**config.mk**
```make
export PLATFORM = sky130hd
export DESIGN_NAME = mem_port_arbiter_flat
export DESIGN_NICKNAME = d
export VERILOG_FILES = /design/src/rtl/mem_port_arbiter_pkg.sv /design/src/rtl/mem_port_arbiter_if.sv /design/src/rtl/mem_port_arbiter.sv /design/src/flat_wrapper.sv
export SDC_FILE = /design/constraint.sdc
export NUM_CORES = 1
export LEC_CHECK = 0
export CAP_MARGIN = 20
export CORE_UTILIZATION = 40
export DETAILED_ROUTE_END_ITERATION = 10
export PLACE_DENSITY = 0.78
export SYNTH_ARGS = -nofsm -noshare
export SYNTH_HDL_FRONTEND = slang
export SYNTH_SLANG_ARGS = --single-unit
```
**constraint.sdc**
```tcl
create_clock -name clk -period 4.2 [get_ports clk]
set_clock_uncertainty 0.15 [all_clocks]
set_input_delay 0.63 -clock clk [delete_from_list [all_inputs] [get_ports clk]]
set_output_delay 0.63 -clock clk [all_outputs]
set_load 0.01 [all_outputs]
```
**src/rtl/mem_port_arbiter_pkg.sv**
```systemverilog
// rtl/mem_port_arbiter_pkg.sv - shared encodings and grant helper for the memory port arbiter
package mem_port_arbiter_pkg;

    typedef enum logic [1:0] {
        ST_IDLE   = 2'd0,
        ST_ACCESS = 2'd1,
        ST_RESP   = 2'd2
    } state_t;

    typedef enum logic {
        OWN_IF  = 1'b0,
        OWN_MEM = 1'b1
    } owner_t;

    localparam logic [4:0] BYTEMODE_WORD = 5'b01111;

    // MEM wins unless it already took the last two grants and a fetch is waiting.
    function automatic owner_t pick_owner(input logic if_req, input logic mem_req, input logic fair);
        if (mem_req && !(fair && if_req)) begin
            return OWN_MEM;
        end
        return OWN_IF;
    endfunction

endpackage

```
**src/rtl/mem_port_arbiter_if.sv**
```systemverilog
// rtl/mem_port_arbiter_if.sv - pipeline-side and MMU-side signals of the memory port arbiter
interface mem_port_arbiter_if;
    logic        if_req;
    logic [31:0] if_addr;
    logic [31:0] if_rdata;
    logic        if_ack;
    logic        mem_req;
    logic        mem_we;
    logic [31:0] mem_addr;
    logic [31:0] mem_wdata;
    logic [4:0]  mem_bytemode;
    logic [31:0] mem_rdata;
    logic        mem_ack;
    logic        stall_req;
    logic        mmu_read;
    logic        mmu_write;
    logic [31:0] mmu_addr;
    logic [31:0] mmu_wdata;
    logic [4:0]  mmu_bytemode;
    logic [31:0] mmu_rdata;

    modport slave (
        input  if_req, if_addr, mem_req, mem_we, mem_addr, mem_wdata, mem_bytemode, mmu_rdata,
        output if_rdata, if_ack, mem_rdata, mem_ack, stall_req,
               mmu_read, mmu_write, mmu_addr, mmu_wdata, mmu_bytemode
    );

    modport master (
        output if_req, if_addr, mem_req, mem_we, mem_addr, mem_wdata, mem_bytemode, mmu_rdata,
        input  if_rdata, if_ack, mem_rdata, mem_ack, stall_req,
               mmu_read, mmu_write, mmu_addr, mmu_wdata, mmu_bytemode
    );
endinterface

```
**src/rtl/mem_port_arbiter.sv**
```systemverilog
// rtl/mem_port_arbiter.sv - shares the single MMU port between fetch and load/store
module mem_port_arbiter
    import mem_port_arbiter_pkg::*;
#(
    parameter int WAIT_CYCLES = 1
) (
    input  logic                clk,
    input  logic                rst_n,
    mem_port_arbiter_if.slave   bus
);

    localparam logic [3:0] WAIT_LAST = 4'(WAIT_CYCLES);

    state_t      state_q,        state_d;
    logic [3:0]  cnt_q,          cnt_d;
    logic        last_mem_q,     last_mem_d;
    logic        fair_q,         fair_d;
    owner_t      owner_q,        owner_d;
    logic        we_q,           we_d;
    logic        mmu_read_q,     mmu_read_d;
    logic        mmu_write_q,    mmu_write_d;
    logic [31:0] mmu_addr_q,     mmu_addr_d;
    logic [31:0] mmu_wdata_q,    mmu_wdata_d;
    logic [4:0]  mmu_bytemode_q, mmu_bytemode_d;
    logic [31:0] if_rdata_q,     if_rdata_d;
    logic [31:0] mem_rdata_q,    mem_rdata_d;
    logic        if_ack_q,       if_ack_d;
    logic        mem_ack_q,      mem_ack_d;
    owner_t      grant;

    always_comb begin
        state_d        = state_q;
        cnt_d          = cnt_q;
        last_mem_d     = last_mem_q;
        fair_d         = fair_q;
        owner_d        = owner_q;
        we_d           = we_q;
        mmu_read_d     = mmu_read_q;
        mmu_write_d    = mmu_write_q;
        mmu_addr_d     = mmu_addr_q;
        mmu_wdata_d    = mmu_wdata_q;
        mmu_bytemode_d = mmu_bytemode_q;
        if_rdata_d     = if_rdata_q;
        mem_rdata_d    = mem_rdata_q;
        if_ack_d       = 1'b0;
        mem_ack_d      = 1'b0;
        grant          = pick_owner(bus.if_req, bus.mem_req, fair_q);

        case (state_q)
            ST_IDLE: begin
                if (bus.if_req || bus.mem_req) begin
                    state_d = ST_ACCESS;
                    cnt_d   = 4'd0;
                    owner_d = grant;
                    if (grant == OWN_MEM) begin
                        we_d           = bus.mem_we;
                        mmu_addr_d     = bus.mem_addr;
                        mmu_wdata_d    = bus.mem_wdata;
                        mmu_bytemode_d = bus.mem_bytemode;
                        mmu_read_d     = ~bus.mem_we;
                        mmu_write_d    = bus.mem_we;
                        fair_d         = last_mem_q;
                        last_mem_d     = 1'b1;
                    end else begin
                        we_d           = 1'b0;
                        mmu_addr_d     = bus.if_addr;
                        mmu_wdata_d    = 32'd0;
                        mmu_bytemode_d = BYTEMODE_WORD;
                        mmu_read_d     = 1'b1;
                        mmu_write_d    = 1'b0;
                        fair_d         = 1'b0;
                        last_mem_d     = 1'b0;
                    end
                end
            end
            ST_ACCESS: begin
                if (cnt_q == WAIT_LAST) begin
                    state_d     = ST_RESP;
                    mmu_read_d  = 1'b0;
                    mmu_write_d = 1'b0;
                    if (owner_q == OWN_MEM) begin
                        mem_ack_d = 1'b1;
                        if (!we_q) mem_rdata_d = bus.mmu_rdata;
                    end else begin
                        if_ack_d   = 1'b1;
                        if_rdata_d = bus.mmu_rdata;
                    end
                end else begin
                    cnt_d = cnt_q + 4'd1;
                end
            end
            ST_RESP: begin
                state_d = ST_IDLE;
            end
            default: begin
                state_d = ST_IDLE;
            end
        endcase
    end

    always_ff @(posedge clk or negedge rst_n) begin
        if (!rst_n) begin
            state_q        <= ST_IDLE;
            cnt_q          <= 4'd0;
            last_mem_q     <= 1'b0;
            fair_q         <= 1'b0;
            owner_q        <= OWN_IF;
            we_q           <= 1'b0;
            mmu_read_q     <= 1'b0;
            mmu_write_q    <= 1'b0;
            mmu_addr_q     <= 32'd0;
            mmu_wdata_q    <= 32'd0;
            mmu_bytemode_q <= 5'd0;
            if_rdata_q     <= 32'd0;
            mem_rdata_q    <= 32'd0;
            if_ack_q       <= 1'b0;
            mem_ack_q      <= 1'b0;
        end else begin
            state_q        <= state_d;
            cnt_q          <= cnt_d;
            last_mem_q     <= last_mem_d;
            fair_q         <= fair_d;
            owner_q        <= owner_d;
            we_q           <= we_d;
            mmu_read_q     <= mmu_read_d;
            mmu_write_q    <= mmu_write_d;
            mmu_addr_q     <= mmu_addr_d;
            mmu_wdata_q    <= mmu_wdata_d;
            mmu_bytemode_q <= mmu_bytemode_d;
            if_rdata_q     <= if_rdata_d;
            mem_rdata_q    <= mem_rdata_d;
            if_ack_q       <= if_ack_d;
            mem_ack_q      <= mem_ack_d;
        end
    end

    assign bus.mmu_read     = mmu_read_q;
    assign bus.mmu_write    = mmu_write_q;
    assign bus.mmu_addr     = mmu_addr_q;
    assign bus.mmu_wdata    = mmu_wdata_q;
    assign bus.mmu_bytemode = mmu_bytemode_q;
    assign bus.if_rdata     = if_rdata_q;
    assign bus.mem_rdata    = mem_rdata_q;
    assign bus.if_ack       = if_ack_q;
    assign bus.mem_ack      = mem_ack_q;
    // Stall drops in the ack cycle so the pipeline can advance on the same edge.
    assign bus.stall_req    = (bus.if_req & ~if_ack_q) | (bus.mem_req & ~mem_ack_q);

endmodule

```
**src/flat_wrapper.sv**
```systemverilog
// flat-port wrapper written by rule: the top's interface ports become plain ports
module mem_port_arbiter_flat import mem_port_arbiter_pkg::*;
#(
    parameter int WAIT_CYCLES = 1
)
  (clk, rst_n, bus_if_req, bus_if_addr, bus_mem_req, bus_mem_we, bus_mem_addr, bus_mem_wdata, bus_mem_bytemode, bus_mmu_rdata, bus_if_rdata, bus_if_ack, bus_mem_rdata, bus_mem_ack, bus_stall_req, bus_mmu_read, bus_mmu_write, bus_mmu_addr, bus_mmu_wdata, bus_mmu_bytemode);
  mem_port_arbiter_if bus_i ();
  input  logic clk;
  input  logic rst_n;
  input wire logic [$bits(bus_i.if_req)-1:0] bus_if_req;
  input wire logic [$bits(bus_i.if_addr)-1:0] bus_if_addr;
  input wire logic [$bits(bus_i.mem_req)-1:0] bus_mem_req;
  input wire logic [$bits(bus_i.mem_we)-1:0] bus_mem_we;
  input wire logic [$bits(bus_i.mem_addr)-1:0] bus_mem_addr;
  input wire logic [$bits(bus_i.mem_wdata)-1:0] bus_mem_wdata;
  input wire logic [$bits(bus_i.mem_bytemode)-1:0] bus_mem_bytemode;
  input wire logic [$bits(bus_i.mmu_rdata)-1:0] bus_mmu_rdata;
  output wire logic [$bits(bus_i.if_rdata)-1:0] bus_if_rdata;
  output wire logic [$bits(bus_i.if_ack)-1:0] bus_if_ack;
  output wire logic [$bits(bus_i.mem_rdata)-1:0] bus_mem_rdata;
  output wire logic [$bits(bus_i.mem_ack)-1:0] bus_mem_ack;
  output wire logic [$bits(bus_i.stall_req)-1:0] bus_stall_req;
  output wire logic [$bits(bus_i.mmu_read)-1:0] bus_mmu_read;
  output wire logic [$bits(bus_i.mmu_write)-1:0] bus_mmu_write;
  output wire logic [$bits(bus_i.mmu_addr)-1:0] bus_mmu_addr;
  output wire logic [$bits(bus_i.mmu_wdata)-1:0] bus_mmu_wdata;
  output wire logic [$bits(bus_i.mmu_bytemode)-1:0] bus_mmu_bytemode;
  assign bus_i.if_req = bus_if_req;
  assign bus_i.if_addr = bus_if_addr;
  assign bus_i.mem_req = bus_mem_req;
  assign bus_i.mem_we = bus_mem_we;
  assign bus_i.mem_addr = bus_mem_addr;
  assign bus_i.mem_wdata = bus_mem_wdata;
  assign bus_i.mem_bytemode = bus_mem_bytemode;
  assign bus_i.mmu_rdata = bus_mmu_rdata;
  assign bus_if_rdata = bus_i.if_rdata;
  assign bus_if_ack = bus_i.if_ack;
  assign bus_mem_rdata = bus_i.mem_rdata;
  assign bus_mem_ack = bus_i.mem_ack;
  assign bus_stall_req = bus_i.stall_req;
  assign bus_mmu_read = bus_i.mmu_read;
  assign bus_mmu_write = bus_i.mmu_write;
  assign bus_mmu_addr = bus_i.mmu_addr;
  assign bus_mmu_wdata = bus_i.mmu_wdata;
  assign bus_mmu_bytemode = bus_i.mmu_bytemode;
  mem_port_arbiter #(.WAIT_CYCLES(WAIT_CYCLES)) u_core (.clk(clk), .rst_n(rst_n), .bus(bus_i));
endmodule
```
Word-level counts from Yosys, hierarchy flattened
Cells that the tools add are included.
W data, S select, Z words.

operators by class
  order comparisons = 0
  multipliers = 0
  eq/ne operators = 5
  reduce and logical (&&, ||, !) cells = 12
  divide/modulo/power cells = 0
  bitwise gates (word level) = 8
  shifts and indexed selects = 0
  add/subtract/negate cells = 1
  multiplexer cells = 27

operators with widths
  operator               count
  $mux W32               2
  $mux W1                16
  $reduce_and A3 Y1      3
  $mux W4                2
  $pmux W4 S2            1
  $mux W5                1
  $not A1 Y1             5
  $add A4 B1 Y4 const B  1
  $eq A4 B1 Y1 const B   1
  $mux W2                2
  $ne A2 B1 Y1 const B   2
  $pmux W1 S2            2
  $pmux W2 S2            1
  $reduce_and A2 Y1      2
  $reduce_and A4 Y1      1
  $and A1 B1 Y1          2
  $eq A2 B1 Y1 const B   1
  $logic_and A1 B1 Y1    2
  $logic_not A2 Y1       1
  $ne A2 B2 Y1 const B   1
  $reduce_bool A2 Y1     1
  $logic_not A1 Y1       1
  $logic_or A1 B1 Y1     1
  $or A1 B1 Y1           1

storage, ports and cells
  memory bits (writable) = 0
  register bits = 147
  bits in latches = 0
  memories = 0
  ROM bits = 0
  logic and storage cells = 68

Depth between registers and ports, before layout
  word-level depth = 8
  depth in mapped cells = 8

Worst setup path after synthesis
Ideal clock, no wire load.

  path type = input to register
  start point = input port bus_mem_req
  end point = register u_core.mmu_addr_q[15], in the netlist u_core.bus.mmu_addr[15]
  cell stages on the path = 5
  library setup time = 0.125 ns
  arrival time = 1.923 ns
  setup slack = 2.002 ns
  required time = 3.925 ns
  cell sequence = a21bo_2 -> buf_2 -> clkbuf_1 -> mux2_2 -> mux2_2

on the way
  word-level cells in the longest chain between the ends = 4

RTL lines
  item                  line                        source
  start, declared       flat_wrapper.sv:12          input wire logic [$bits(bus_i.mem_req)-1:0] bus_mem_req;
  $logic_and A1 B1 Y1   mem_port_arbiter_pkg.sv:19  if (mem_req && !(fair && if_req)) begin
  $mux W1               mem_port_arbiter_pkg.sv:19
  $mux W1               mem_port_arbiter_pkg.sv:22  return OWN_IF;
  $mux W32              mem_port_arbiter.sv:55      if (grant == OWN_MEM) begin
  end signal, assigned  mem_port_arbiter.sv:127     mmu_addr_q <= mmu_addr_d;
  end, declared         mem_port_arbiter.sv:22      logic [31:0] mmu_addr_q, mmu_addr_d;

Several ways; a longest one is shown, not always the timed one.
A chain may end at the register's enable or synchronous reset.

Worst setup path in the final report
  start point = register u_core.cnt_q[0]
  end point = register u_core.if_rdata_q[31], in the netlist u_core.bus.if_rdata[31]

on the way
  word-level cells in the longest chain between the ends = 2

RTL lines
  item                                line                     source
  start, declared                     mem_port_arbiter.sv:15   logic [3:0] cnt_q, cnt_d;
  start signal, assigned              mem_port_arbiter.sv:120  cnt_q <= cnt_d;
  $eq A4 B1 Y1                        mem_port_arbiter.sv:77   if (cnt_q == WAIT_LAST) begin
  $reduce_and A3 Y1 (no source line)  n/a
  end signal, assigned                mem_port_arbiter.sv:130  if_rdata_q <= if_rdata_d;
  end, declared                       mem_port_arbiter.sv:25   logic [31:0] if_rdata_q, if_rdata_d;

Every way passes these cells.

==> flow_summary.json <==
{
  "status": "finished, final reports clean",
  "drtPass1Iterations": 4,
  "floorplan.die.width_um": 124,
  "setup_tns_ns": 0,
  "synth.distinct_cells": 38,
  "h-tree-depth": 4,
  "drive_gt1_share_pct": 25.1,
  "cts_root_buffer": "clkbuf_16",
  "netlist_instances": 379,
  "cp_max_fo": 20,
  "p_per_area_mw_per_mm2": 760,
  "die-area_mm2": 0.0153,
  "critPathBufInv": 1,
  "final_cell_mix": "274 x clkdlybuf4s50_1, 146 x dfrtp_1, 106 x mux2_2",
  "slew_violations": 0,
  "worst_hold_slack_ns": 0.337,
  "cts_buffers": 17,
  "path_clk_slew_ns": 0.06,
  "synth-seq-cells": 146,
  "ios": 276,
  "core_area_mm2": 0.0145,
  "worstSetupEndpointType": "register",
  "syn_to_final_growth_pct": 59.3,
  "worstPathRequired_ns": 4.34,
  "cp_top_family": "simple AND/OR/NAND/NOR gates",
  "post_drt_wl_per_cell_um": 17.5,
  "antenna_found_initial": 0,
  "max_cap_violations": 0,
  "final_antenna_net_count": 0,
  "vias": 4256,
  "clock-sinks": 146,
  "rsz0062_at_grt": "false",
  "hp-class": "reg -> reg",
  "yosys_warnings": 0,
  "final_cell_count_no_fill": 854,
  "grt_pass1_wl_um": 22700,
  "setup_viol": 0,
  "peakVddDrop_mv": 0.371,
  "layout_commonest_cell": "clkdlybuf4s50_1",
  "routed_via_density": 4.98,
  "rows": 44,
  "hold_viol_final": 0,
  "critPathKind": "reg -> reg",
  "fin_nets": 797,
  "max_stage_delay_ns": 0.71,
  "gp_congestion": 0.712,
  "initial_utilization_pct": 40.8,
  "crit_slowest_cell": "or3_1",
  "drc_errors": 0,
  "dp_hpwl_um": 10600,
  "worstMarginPinSlew_ns": 1.06,
  "syn_avg_cell_area_um2": 15.6,
  "syn_nets": 519,
  "cts_tree": "yes",
  "netlist_area_mm2": 0.00591,
  "fp.dieH_um": 124,
  "cp-start-kind": "register",
  "slew_headroom_pct": 29.4,
  "cp_cell_sequence": "ha_1 -> or3b_1 -> or3_1 -> clkinv_2 -> mux2_1",
  "portBuffers": 275,
  "drtIter0Drc": 158,
  "p_leak_nw": 4.00,
  "finalCritPeriodShare_pct": 71.0,
  "gr-total-overflow": 0,
  "clock_path_buffers": 2,
  "first_global_vias": 4585,
  "arrival_ns": 3.13,
  "wirelength_um": 14900,
  "grt_usage_pct": 19.7,
  "period_needed_ns": 2.98,
  "fmax_mhz": 335,
  "grt_max_degree": 123,
  "clk_latency_ns": 0.41,
  "dp_cells": 820,
  "diodes": 0,
  "ys_seq_area_share_pct": 61.8
}
## sequential cells by signal, indices dropped and copies added, names as in the netlist
signal	flops
u_core.bus.if_rdata	32
u_core.bus.mem_rdata	32
u_core.bus.mmu_addr	32
u_core.bus.mmu_wdata	32
u_core.bus.mmu_bytemode	5
u_core.cnt_q	4
u_core.state_q	2
u_core.bus.if_ack	1
u_core.bus.mem_ack	1
u_core.bus.mmu_read	1
u_core.bus.mmu_write	1
u_core.fair_q	1
u_core.last_mem_q	1
u_core.we_q	1
## per-layer routing
layer  part of all wire, %  global-route usage [%]  vias to the layer above  wire [um]
li1                      -                       -                     1936          -
met2                    50                    33.9                      195       7460
met5                     0                       0                        -          0
met3                   9.3                    7.65                       35       1390
met4                   2.9                    8.89                        0        432
met1                    38                    21.5                     2090       5670
## what timing repair did
action,in CTS,in global routing
hold buffers,0,1
hold endpoints to repair,0,36
resized for setup,0,0
buffers inserted,0,0
## through the flow
stage | cell area [um2] | utilization (%) | total power [W] | setup WS, ns
floorplan | 5910 | - | 0.00402 | 2.00
global placement | 8800 | 60.8 | 0.00563 | 1.25
detailed placement | 8800 | 60.8 | 0.00574 | 1.21
CTS | 9380 | 64.8 | 0.00725 | 1.20
global route | 9420 | 65.1 | 0.00757 | 1.06
finish | 9420 | 65.1 | 0.00716 | 1.22
## synth_stat cells
| library cell | n | area share [%] |
|---|---|---|
| a21bo_2 | 1 | 0.17 |
| a21o_1 | 1 | 0.13 |
| a22o_1 | 34 | 5.0 |
| a31o_2 | 2 | 0.30 |
| and3_1 | 1 | 0.11 |
| buf_1 | 1 | 0.063 |
| buf_2 | 11 | 0.93 |
| buf_6 | 3 | 0.57 |
| buf_8 | 1 | 0.25 |
| clkbuf_1 | 6 | 0.38 |
| clkinv_2 | 1 | 0.085 |
| dfrtp_1 | 146 | 62 |
| ha_1 | 2 | 0.42 |
| inv_1 | 4 | 0.25 |
| mux2_1 | 3 | 0.57 |
| mux2_2 | 106 | 20 |
| mux2_4 | 19 | 4.8 |
| mux2i_1 | 1 | 0.17 |
| nand2_1 | 3 | 0.19 |
| nand2b_1 | 1 | 0.11 |
| nand3_1 | 1 | 0.085 |
| nand3b_1 | 1 | 0.13 |
| nand4b_1 | 1 | 0.15 |
| nor2_1 | 3 | 0.19 |
| nor2_2 | 2 | 0.21 |
| nor2b_1 | 2 | 0.21 |
| nor3_1 | 2 | 0.17 |
| nor3b_1 | 1 | 0.13 |
| o21ai_0 | 4 | 0.34 |
| o22a_1 | 4 | 0.59 |
| o22ai_1 | 4 | 0.42 |
| or2_0 | 1 | 0.11 |
| or2_1 | 1 | 0.11 |
| or2_2 | 1 | 0.11 |
| or3_1 | 1 | 0.11 |
| or3b_1 | 1 | 0.15 |
| or4_1 | 1 | 0.13 |
| xor2_1 | 1 | 0.15 |
## layout make-up
cell class | count | area [um2]
flip-flops and latches | 146 | 3650
inverters | 5 | 20.0
well taps | 184 | 230
clock buffers | 20 | 447
multi-input cells | 206 | 2110
clock inverters | 12 | 133
fillers | 1042 | 5060
repair buffers | 281 | 2820
## worst paths after layout
path,startpoint,slack [ns],end,cells past startpoint
setup / recovery,u_core.cnt_q[0]$_DFFE_PN0P_,1.22,u_core.bus.if_rdata[31]$_DFFE_PN0P_,5
hold / removal,u_core.bus.if_rdata[7]$_DFFE_PN0P_,0.34,u_core.bus.if_rdata[7]$_DFFE_PN0P_,1
setup reg to reg,u_core.cnt_q[0]$_DFFE_PN0P_,1.22,u_core.bus.if_rdata[31]$_DFFE_PN0P_,5
hold reg to reg,u_core.bus.if_rdata[7]$_DFFE_PN0P_,0.34,u_core.bus.if_rdata[7]$_DFFE_PN0P_,1
max in group asynchronous,rst_n,2.27,u_core.bus.mmu_wdata[10]$_DFFE_PN0P_,4
min in group asynchronous,rst_n,0.53,u_core.bus.if_rdata[24]$_DFFE_PN0P_,2
## cells by family after synthesis
| logic type | share of synthesized area [%] |
|---|---|
| muxes | 25.8 |
| AOI/OAI and AO/OA | 6.98 |
| DFF | 61.8 |
| and+or+nand+nor | 2.37 |
| buffers and inverters | 2.54 |
| xor gates and xnor gates | 0.148 |
| adders and majority gates | 0.423 |
## power breakdown
group	leakage, nW	switching (W)	internal [W]
Combinational	1.96	0.00122	0.00201
Clock	0.277	0.000572	0.000892
Sequential	1.76	0.000384	0.00209
(Power assumes the default switching activity.)
